## config.mk

```make
export PLATFORM = sky130hd
export DESIGN_NAME = mem_port_arbiter
export DESIGN_NICKNAME = d
export VERILOG_FILES = /design/src/rtl/mem_port_arbiter_pkg.sv /design/src/rtl/mem_port_arbiter_wait_timer.sv /design/src/rtl/mem_port_arbiter.sv
export SDC_FILE = /design/constraint.sdc
export NUM_CORES = 1
export LEC_CHECK = 0
export ABC_AREA = 1
export CAP_MARGIN = 20
export CORE_MARGIN = 1.5
export CORE_UTILIZATION = 40
export CTS_BUF_LIST = sky130_fd_sc_hd__clkbuf_16
export DETAILED_ROUTE_END_ITERATION = 10
export PLACE_DENSITY = 0.84
export RECOVER_POWER = 50
export SETUP_SLACK_MARGIN = 0.4
export SYNTH_ARGS = -nofsm -noshare
export SYNTH_HDL_FRONTEND = slang
export SYNTH_HIERARCHICAL = 1
export SYNTH_SLANG_ARGS = --single-unit
```

## constraint.sdc

```tcl
create_clock -name clk -period 5.7 [get_ports clk]
set_input_delay 0.57 -clock clk [delete_from_list [all_inputs] [get_ports clk]]
set_output_delay 0.57 -clock clk [all_outputs]
set_load 0.01 [all_outputs]
```

## src/rtl/mem_port_arbiter_pkg.sv

```systemverilog
// mem_port_arbiter_pkg: shared arbiter state encodings
package mem_port_arbiter_pkg;
  typedef enum logic [1:0] {ARB_IDLE, ARB_GNT_D, ARB_GNT_F, ARB_RESP} arb_state_t;
endpackage

```

## src/rtl/mem_port_arbiter_wait_timer.sv

```systemverilog
// arb_wait_timer: counts wait states and flags the cycle that reaches TIMEOUT
module arb_wait_timer #(
  parameter int TIMEOUT = 16
) (
  input  logic clk,
  input  logic rst,
  input  logic clear,
  input  logic en,
  output logic tc
);
  localparam int CW = TIMEOUT > 1 ? $clog2(TIMEOUT) : 1;
  logic [CW-1:0] cnt;
  assign tc = (TIMEOUT != 0) && en && (cnt == CW'(TIMEOUT - 1));
  always_ff @(posedge clk or posedge rst)
    if (rst) cnt <= '0;
    else if (clear) cnt <= '0;
    else if (en) cnt <= cnt + CW'(1);
endmodule

```

## src/rtl/mem_port_arbiter.sv

```systemverilog
// mem_port_arbiter: shares one memory port between fetch and load/store, data first with bounded fetch starvation
module mem_port_arbiter
  import mem_port_arbiter_pkg::*;
#(
  parameter int AW = 32,
  parameter int DW = 32,
  parameter int MAX_DATA_RUN = 4,
  parameter int TIMEOUT = 16
) (
  input  logic            clk,
  input  logic            rst,
  input  logic            if_req,
  input  logic [AW-1:0]   if_addr,
  output logic [DW-1:0]   if_rdata,
  output logic            if_done,
  output logic            if_err,
  input  logic            d_req,
  input  logic            d_we,
  input  logic [AW-1:0]   d_addr,
  input  logic [DW-1:0]   d_wdata,
  input  logic [DW/8-1:0] d_be,
  output logic [DW-1:0]   d_rdata,
  output logic            d_done,
  output logic            d_err,
  output logic            m_req,
  output logic            m_we,
  output logic [AW-1:0]   m_addr,
  output logic [DW-1:0]   m_wdata,
  output logic [DW/8-1:0] m_be,
  input  logic [DW-1:0]   m_rdata,
  input  logic            m_ready,
  output logic            arb_busy
);
  localparam int RW = $clog2(MAX_DATA_RUN + 1);
  arb_state_t state, next;
  logic [RW-1:0] run_cnt;
  logic sel_f, err_q, tc, gnt_d, gnt_f, end_acc;
  logic [DW-1:0] cap;
  assign m_req    = state == ARB_GNT_D || state == ARB_GNT_F;
  assign arb_busy = state != ARB_IDLE;
  assign if_done  = state == ARB_RESP && sel_f;
  assign d_done   = state == ARB_RESP && !sel_f;
  assign if_err   = if_done && err_q;
  assign d_err    = d_done && err_q;
  assign gnt_d    = state == ARB_IDLE && d_req && !(if_req && run_cnt == RW'(MAX_DATA_RUN));
  assign gnt_f    = state == ARB_IDLE && !gnt_d && if_req;
  assign end_acc  = m_req && (m_ready || tc);
  assign cap      = m_ready && !m_we ? m_rdata : '0;
  arb_wait_timer #(.TIMEOUT(TIMEOUT)) u_timer (
    .clk(clk), .rst(rst), .clear(!m_req), .en(m_req && !m_ready), .tc(tc)
  );
  always_comb
    next = state == ARB_IDLE ? (gnt_d ? ARB_GNT_D : gnt_f ? ARB_GNT_F : ARB_IDLE) :
           state == ARB_RESP ? ARB_IDLE : end_acc ? ARB_RESP : state;
  always_ff @(posedge clk or posedge rst)
    if (rst) begin
      state    <= ARB_IDLE;
      run_cnt  <= '0;
      sel_f    <= 1'b0;
      err_q    <= 1'b0;
      m_we     <= 1'b0;
      m_addr   <= '0;
      m_wdata  <= '0;
      m_be     <= '0;
      if_rdata <= '0;
      d_rdata  <= '0;
    end else begin
      state <= next;
      if (gnt_d) begin
        m_we    <= d_we;
        m_addr  <= d_addr;
        m_wdata <= d_wdata;
        m_be    <= d_be;
        sel_f   <= 1'b0;
        run_cnt <= if_req ? (run_cnt == RW'(MAX_DATA_RUN) ? run_cnt : run_cnt + RW'(1)) : '0;
      end else if (gnt_f) begin
        m_we    <= 1'b0;
        m_addr  <= if_addr;
        m_wdata <= '0;
        m_be    <= '1;
        sel_f   <= 1'b1;
        run_cnt <= '0;
      end
      if (end_acc) begin
        err_q <= !m_ready;
        if (sel_f) if_rdata <= cap;
        else d_rdata <= cap;
      end
    end
endmodule

```

Yosys cells after proc, flatten, opt, wreduce, memory -nomap -nowiden
Cells that the tools add are included.
Widths: inputs -> output; s select.

storage, ports and cells
  flip-flop bits (word level) = 144
  logic and storage cells = 70

cells by class
  add/sub/neg operators = 2
  equality and inequality tests = 7
  muxes and demuxes = 22
  bitwise gates (word level) = 1
  reductions and logical operators = 27

operator list
  kind                 count
  $mux 32              5
  $mux 4               4
  $logic_and 1x1->1    13
  $mux 3               4
  $mux 2               5
  $reduce_and 2->1     3
  $logic_not 1->1      5
  $add 4x1->4 const B  1
  $eq 2x2->1 const B   2
  $eq 4x4->1 const B   1
  $mux 1               4
  $reduce_bool 2->1    2
  $add 3x1->3 const B  1
  $eq 3x3->1 const B   1
  $ne 3x3->1 const B   1
  $reduce_bool 3->1    1
  $eq 2x1->1 const B   1
  $logic_not 2->1      1
  $logic_or 1x1->1     2
  $ne 2x1->1 const B   1
  $not 1->1            1

Depth between registers and ports, before layout
  depth in word-level cells = 10
  mapped depth = 12
  gate-level depth less buffers = 12

Cells and area by module
Netlist, hierarchy kept.

by module, submodules not included
  module            instances  cells an instance  area an instance (µm²)  seq. area each (µm²)
  mem_port_arbiter  1          640                5801.8                  3503.4
  arb_wait_timer    1          26                 201.4                   100.1

Worst setup path before layout
No wires, ideal clock.

  kind = register to register
  start point = register state[0]
  end point = register d_rdata[24]
  data arrival time = 1.958 ns
  required time = 5.574 ns
  setup slack = 3.616 ns
  cell stages (with the launch flop) = 13
  buffers on the path = 1
  cells stage by stage = dfrtp_1 -> inv_1 -> ha_1 -> inv_1 -> nor2_1 -> nand3_1 -> nor2_1 -> inv_1 -> nand2_4 -> nand3b_4 -> buf_2 -> nand2_1 -> o21ai_0

on the way
  word-level cells in the longest chain between the ends = 7

RTL lines
  what                                             RTL line                           text
  from (decl)                                      mem_port_arbiter.sv:35             arb_state_t state, next;
  from (signal assigned)                           mem_port_arbiter.sv:68             state <= next;
  $eq 2x1->1 / $eq 2x2->1 (equally long branches)  mem_port_arbiter.sv:39             assign m_req = state == ARB_GNT_D || state == ARB_GNT_F;
  $logic_or 1x1->1 *                               mem_port_arbiter.sv:39
  via m_req                                        mem_port_arbiter.sv:25             output logic m_req,
  $logic_and 1x1->1 *                              mem_port_arbiter.sv:50             .clk(clk), .rst(rst), .clear(!m_req), .en(m_req && !m_ready), .tc(tc)
  $logic_and 1x1->1 *                              mem_port_arbiter_wait_timer.sv:13  assign tc = (TIMEOUT != 0) && en && (cnt == CW'(TIMEOUT - 1));
  via tc                                           mem_port_arbiter.sv:37             logic sel_f, err_q, tc, gnt_d, gnt_f, end_acc;
  $logic_or 1x1->1 *                               mem_port_arbiter.sv:47             assign end_acc = m_req && (m_ready || tc);
  $logic_and 1x1->1 *                              mem_port_arbiter.sv:47
  $reduce_and 2->1 (no source line) *              n/a
  to (signal assigned)                             mem_port_arbiter.sv:87             else d_rdata <= cap;
  to (decl)                                        mem_port_arbiter.sv:22             output logic [DW-1:0] d_rdata,

Mark *: on every way through the listed nets, which the timed path passes. The rest lies on a longest branch.
A chain may end at the register's enable or synchronous reset.

==> impl_results.rst <==
.. list-table::
   :header-rows: 1

   * - Metric
     - Value
   * - Outcome
     - complete, but fails checks
   * - Violated checks
     - capacitance limit, slew limit
   * - Sequential power share
     - 35.4%
   * - Unique masters post-synth
     - 25
   * - Buffers added on ports
     - 276
   * - Layout overhead on the synthesized area
     - 56.17%
   * - Portion of synthesized cell area occupied by the leading cell type
     - 60.03%
   * - Inserted Clock Buffers
     - 17
   * - Kind of path behind the tightest hold check
     - flip-flop to flip-flop
   * - Quantity of hold-fixing buffers added after cts
     - 0
   * - Final-layout worst hold slack
     - 0.4623 ns
   * - Pin count of the biggest net entering global routing
     - 84
   * - Seq/Total Area, Yosys
     - 60.03%
   * - Clock buffer depth
     - 2
   * - Max Cap Violations
     - 1
   * - Setup repair after global routing missed its margin
     - no
   * - Area of the mapped netlist
     - 0.006003 mm²
   * - Height of the chip
     - 125.5 µm
   * - CTS clock-pin slew for the worst setup and hold paths
     - 0.05 ns
   * - Post-place instance area
     - 0.008816 mm²
   * - Int Pwr
     - 0.003014 W
   * - Worst path cell trace
     - dlygate4sd3_1 -> clkinvlp_2 -> buf_4
   * - Data arrival, critical path
     - 4.10 ns
   * - Synthesized Nets
     - 809
   * - Max Fanout on Critical Path
     - 83
   * - Library cell contributing the largest single delay on the critical path
     - sky130_fd_sc_hd__clkinvlp_2
   * - Max-slew violation count
     - 84
   * - Antenna violations before repair
     - 0
   * - CP peak stage delay
     - 2.05 ns
   * - Pwr per Cell Area
     - 506.8 mW/mm²
   * - Switching power summed over all nets
     - 0.001738 W
   * - Synth Warn #
     - 6
   * - Fillers
     - 1,171
   * - Proportion of synthesized flip-flops having asynchronous set or reset
     - 100.0%
   * - Layout cells sized above 1
     - 4.706%
   * - Total number of placement rows
     - 44
   * - Number of global-route vias before repair
     - 5,583
   * - Crit path buffers/inverters
     - 3
   * - Required arrival time at the worst endpoint
     - 6.16 ns
   * - CTS Sinks
     - 144
   * - Number of post-CTS setup repair buffers
     - 0
   * - Most instantiated library cell after synthesis
     - sky130_fd_sc_hd__nand2_1
   * - # nets final
     - 1,066
   * - Skew final
     - 0.009872 ns
   * - Half-perimeter wire length after placement
     - 12.26 mm
   * - Family of cells with the greatest summed delay on the critical path
     - buffers and inverters
   * - I/O pin count
     - 277
   * - Comb pwr share
     - 42.2%
   * - Number of synthesized register bits
     - 144
   * - Wire length after detailed routing
     - 17.49 mm
   * - Length of the first detailed-routing pass in iterations
     - 5
   * - Switching share of power
     - 36.57%
   * - Final Hold Fails
     - 0
   * - Worst slew margin relative to its limit
     - -144.8%
   * - Insertion delay to the later sink of the worst-skew pair
     - 0.41 ns
   * - Clock period minus final worst setup slack
     - 3.636 ns
   * - Post-synth EDFFs
     - 0
   * - Start-to-end type of the worst setup path
     - input pin to asynchronous set/reset pin
   * - Final critical-path share of the clock period
     - 63.79%
   * - Average wire length per cell after detail routing
     - 15.63 µm
   * - Worst setup slack before clock tree synthesis
     - 2.544 ns
   * - Post-route DRC violation count
     - 0
   * - Placer congestion estimate
     - 0.8193
   * - Post-route cell area
     - 0.009375 mm²
   * - Vias per cell
     - 5.039
   * - Count of antenna-violating nets left after detailed routing
     - 0
   * - Total via count in the routed design
     - 5,639
   * - Ant diodes
     - 0
   * - Slack of the critical path
     - 2.064 ns
   * - Kind of capture point of the worst setup path
     - asynchronous set/reset pin
   * - Maximum ir drop on the vdd rail
     - 0.0004243 V
   * - Post-layout util
     - 64.26%
   * - Most used flip-flop cell after synthesis
     - sky130_fd_sc_hd__dfrtp_1
   * - Total overflow reported by the global router
     - 0
   * - Proportion of power drawn by the clock network
     - 22.5%
   * - Overall die area
     - 0.01575 mm²
   * - Count of endpoints failing setup in the final report
     - 0
   * - Leading post-synthesis cells by instance count
     - 221 x sky130_fd_sc_hd__nand2_1, 144 x sky130_fd_sc_hd__dfrtp_1, 132 x sky130_fd_sc_hd__nand3_1
   * - CTS HTree Levels
     - 4
   * - Floorplan core area
     - 0.01459 mm²
   * - Actual slew at the worst max-slew pin
     - 3.651 ns
   * - Initial cell density of the core
     - 41.15%
   * - Achievable clock frequency
     - 275.0 MHz
   * - Avg Synthesized Cell Area
     - 9.014 µm²
   * - Kind of launch point of the worst setup path
     - input pin
   * - TNS Setup
     - 0 ns
   * - Gr usage total
     - 22.47%
   * - CTS tree
     - yes
   * - Die width
     - 125.5 µm
   * - Post-Syn Instances
     - 666
   * - Number of gates resized after CTS
     - 0
   * - Global-route wire length before repair
     - 28.12 mm
   * - Clock root buffer
     - sky130_fd_sc_hd__clkbuf_16
   * - Number of DRC violations after detailed-routing iteration 0
     - 323
   * - Leak pwr
     - 4.466 nW
   * - Largest cells by area after synthesis
     - sky130_fd_sc_hd__dfrtp_1 60%, sky130_fd_sc_hd__nand2_1 14%, sky130_fd_sc_hd__nand3_1 11%
   * - Post-synthesis cell type with the largest combined area
     - sky130_fd_sc_hd__dfrtp_1
-- worst min-delay path, cell delays in order (launching register included) --
cell,delay [ns]
sky130_fd_sc_hd__dfrtp_1,0.33
sky130_fd_sc_hd__nand2_1,0.05
sky130_fd_sc_hd__nand2_1,0.05
-- kinds of logic (layout without fill, tap and decap cells) --
logic type | Yosys count | in the layout | share of synthesized area [%]
adder cells (fa/ha/maj) | 5 | 5 | 1.042
AO/OA/AOI/OAI | 77 | 77 | 6.482
AND/OR/NAND/NOR | 371 | 371 | 26.91
XOR/XNOR | 1 | 1 | 0.1459
buffers and inverters | 68 | 337 | 5.398
flip-flops | 144 | 144 | 60.03
-- layer usage --
layer | wire length, µm | global-route usage [%]
met5 | 0 | 0
met4 | 510 | 9.759
met3 | 1570 | 7.103
met2 | 8547 | 37.18
met1 | 6857 | 27.01
-- power groups by stage --
stage                     clock, W  combinational [W]  sequential (W)
after global placement           0            0.00210         0.00169
final                      0.00107            0.00200         0.00168
after CTS                  0.00109            0.00216         0.00170
after floorplan                  0           0.000842         0.00186
after global routing       0.00113            0.00220         0.00173
after detailed placement         0            0.00215         0.00171
-- path summary, 6_finish.rpt --
| kind | startpoint | endpoint | slack (ns) | cells past startpoint |
|---|---|---|---|---|
| worst max-delay path | rst | if_rdata[20] | 2.06 | 3 |
| worst min register to register | m_wdata[17] | m_wdata[17] | 0.46 | 2 |
| worst min-delay path | m_wdata[17] | m_wdata[17] | 0.46 | 2 |
| min in group asynchronous | rst | u_timer/cnt[2] | 0.53 | 2 |
| max in group clk | state[1] | m_addr[4] | 2.78 | 9 |
| worst max register to register | state[1] | m_addr[4] | 2.78 | 9 |
-- per-stage QoR --
| stage | power [W] | instances |
|---|---|---|
| 6_report | 0.004752 | 1119 |
| 5_1_grt | 0.005067 | 1119 |
| 4_1_cts | 0.004944 | 1119 |
| 3_5_place_dp | 0.003856 | 1088 |
| 3_3_place_gp | 0.003787 | 1088 |
| 2_1_floorplan | 0.002703 | 666 |
-- registers in the layout, indices dropped and copies added (netlist names) --
name,count
m_wdata,32
m_we,1
state,2
err_q,1
m_addr,32
m_be,4
sel_f,1
if_rdata,32
u_timer/cnt,4
run_cnt,3
d_rdata,32
-- cells in the final DEF (no fill, tap or decap), types with 11 or more instances in the layout --
cell type and count:
sky130_fd_sc_hd__o21ai_1 18, sky130_fd_sc_hd__clkbuf_16 17, sky130_fd_sc_hd__nor2_1 11, sky130_fd_sc_hd__inv_1 21
sky130_fd_sc_hd__clkdlybuf4s50_1 152, sky130_fd_sc_hd__dlygate4sd3_1 124, sky130_fd_sc_hd__nand2_1 221, sky130_fd_sc_hd__nand3_1 132
sky130_fd_sc_hd__dfrtp_1 144, sky130_fd_sc_hd__o21ai_0 56
-- area by class of cell --
| class | count | area [µm²] | area share [%] |
|---|---|---|---|
| Sequential cell | 144 | 3603 | 38.44 |
| Timing Repair Buffer | 281 | 2800 | 29.87 |
| Multi-Input combinational cell | 454 | 2081 | 22.19 |
| Clock buffer | 17 | 425.4 | 4.538 |
| Tap cell | 184 | 230.2 | 2.456 |
| Clock inverter | 14 | 140.1 | 1.495 |
| Inverter | 25 | 95.09 | 1.014 |
(Power assumes the default switching activity.)
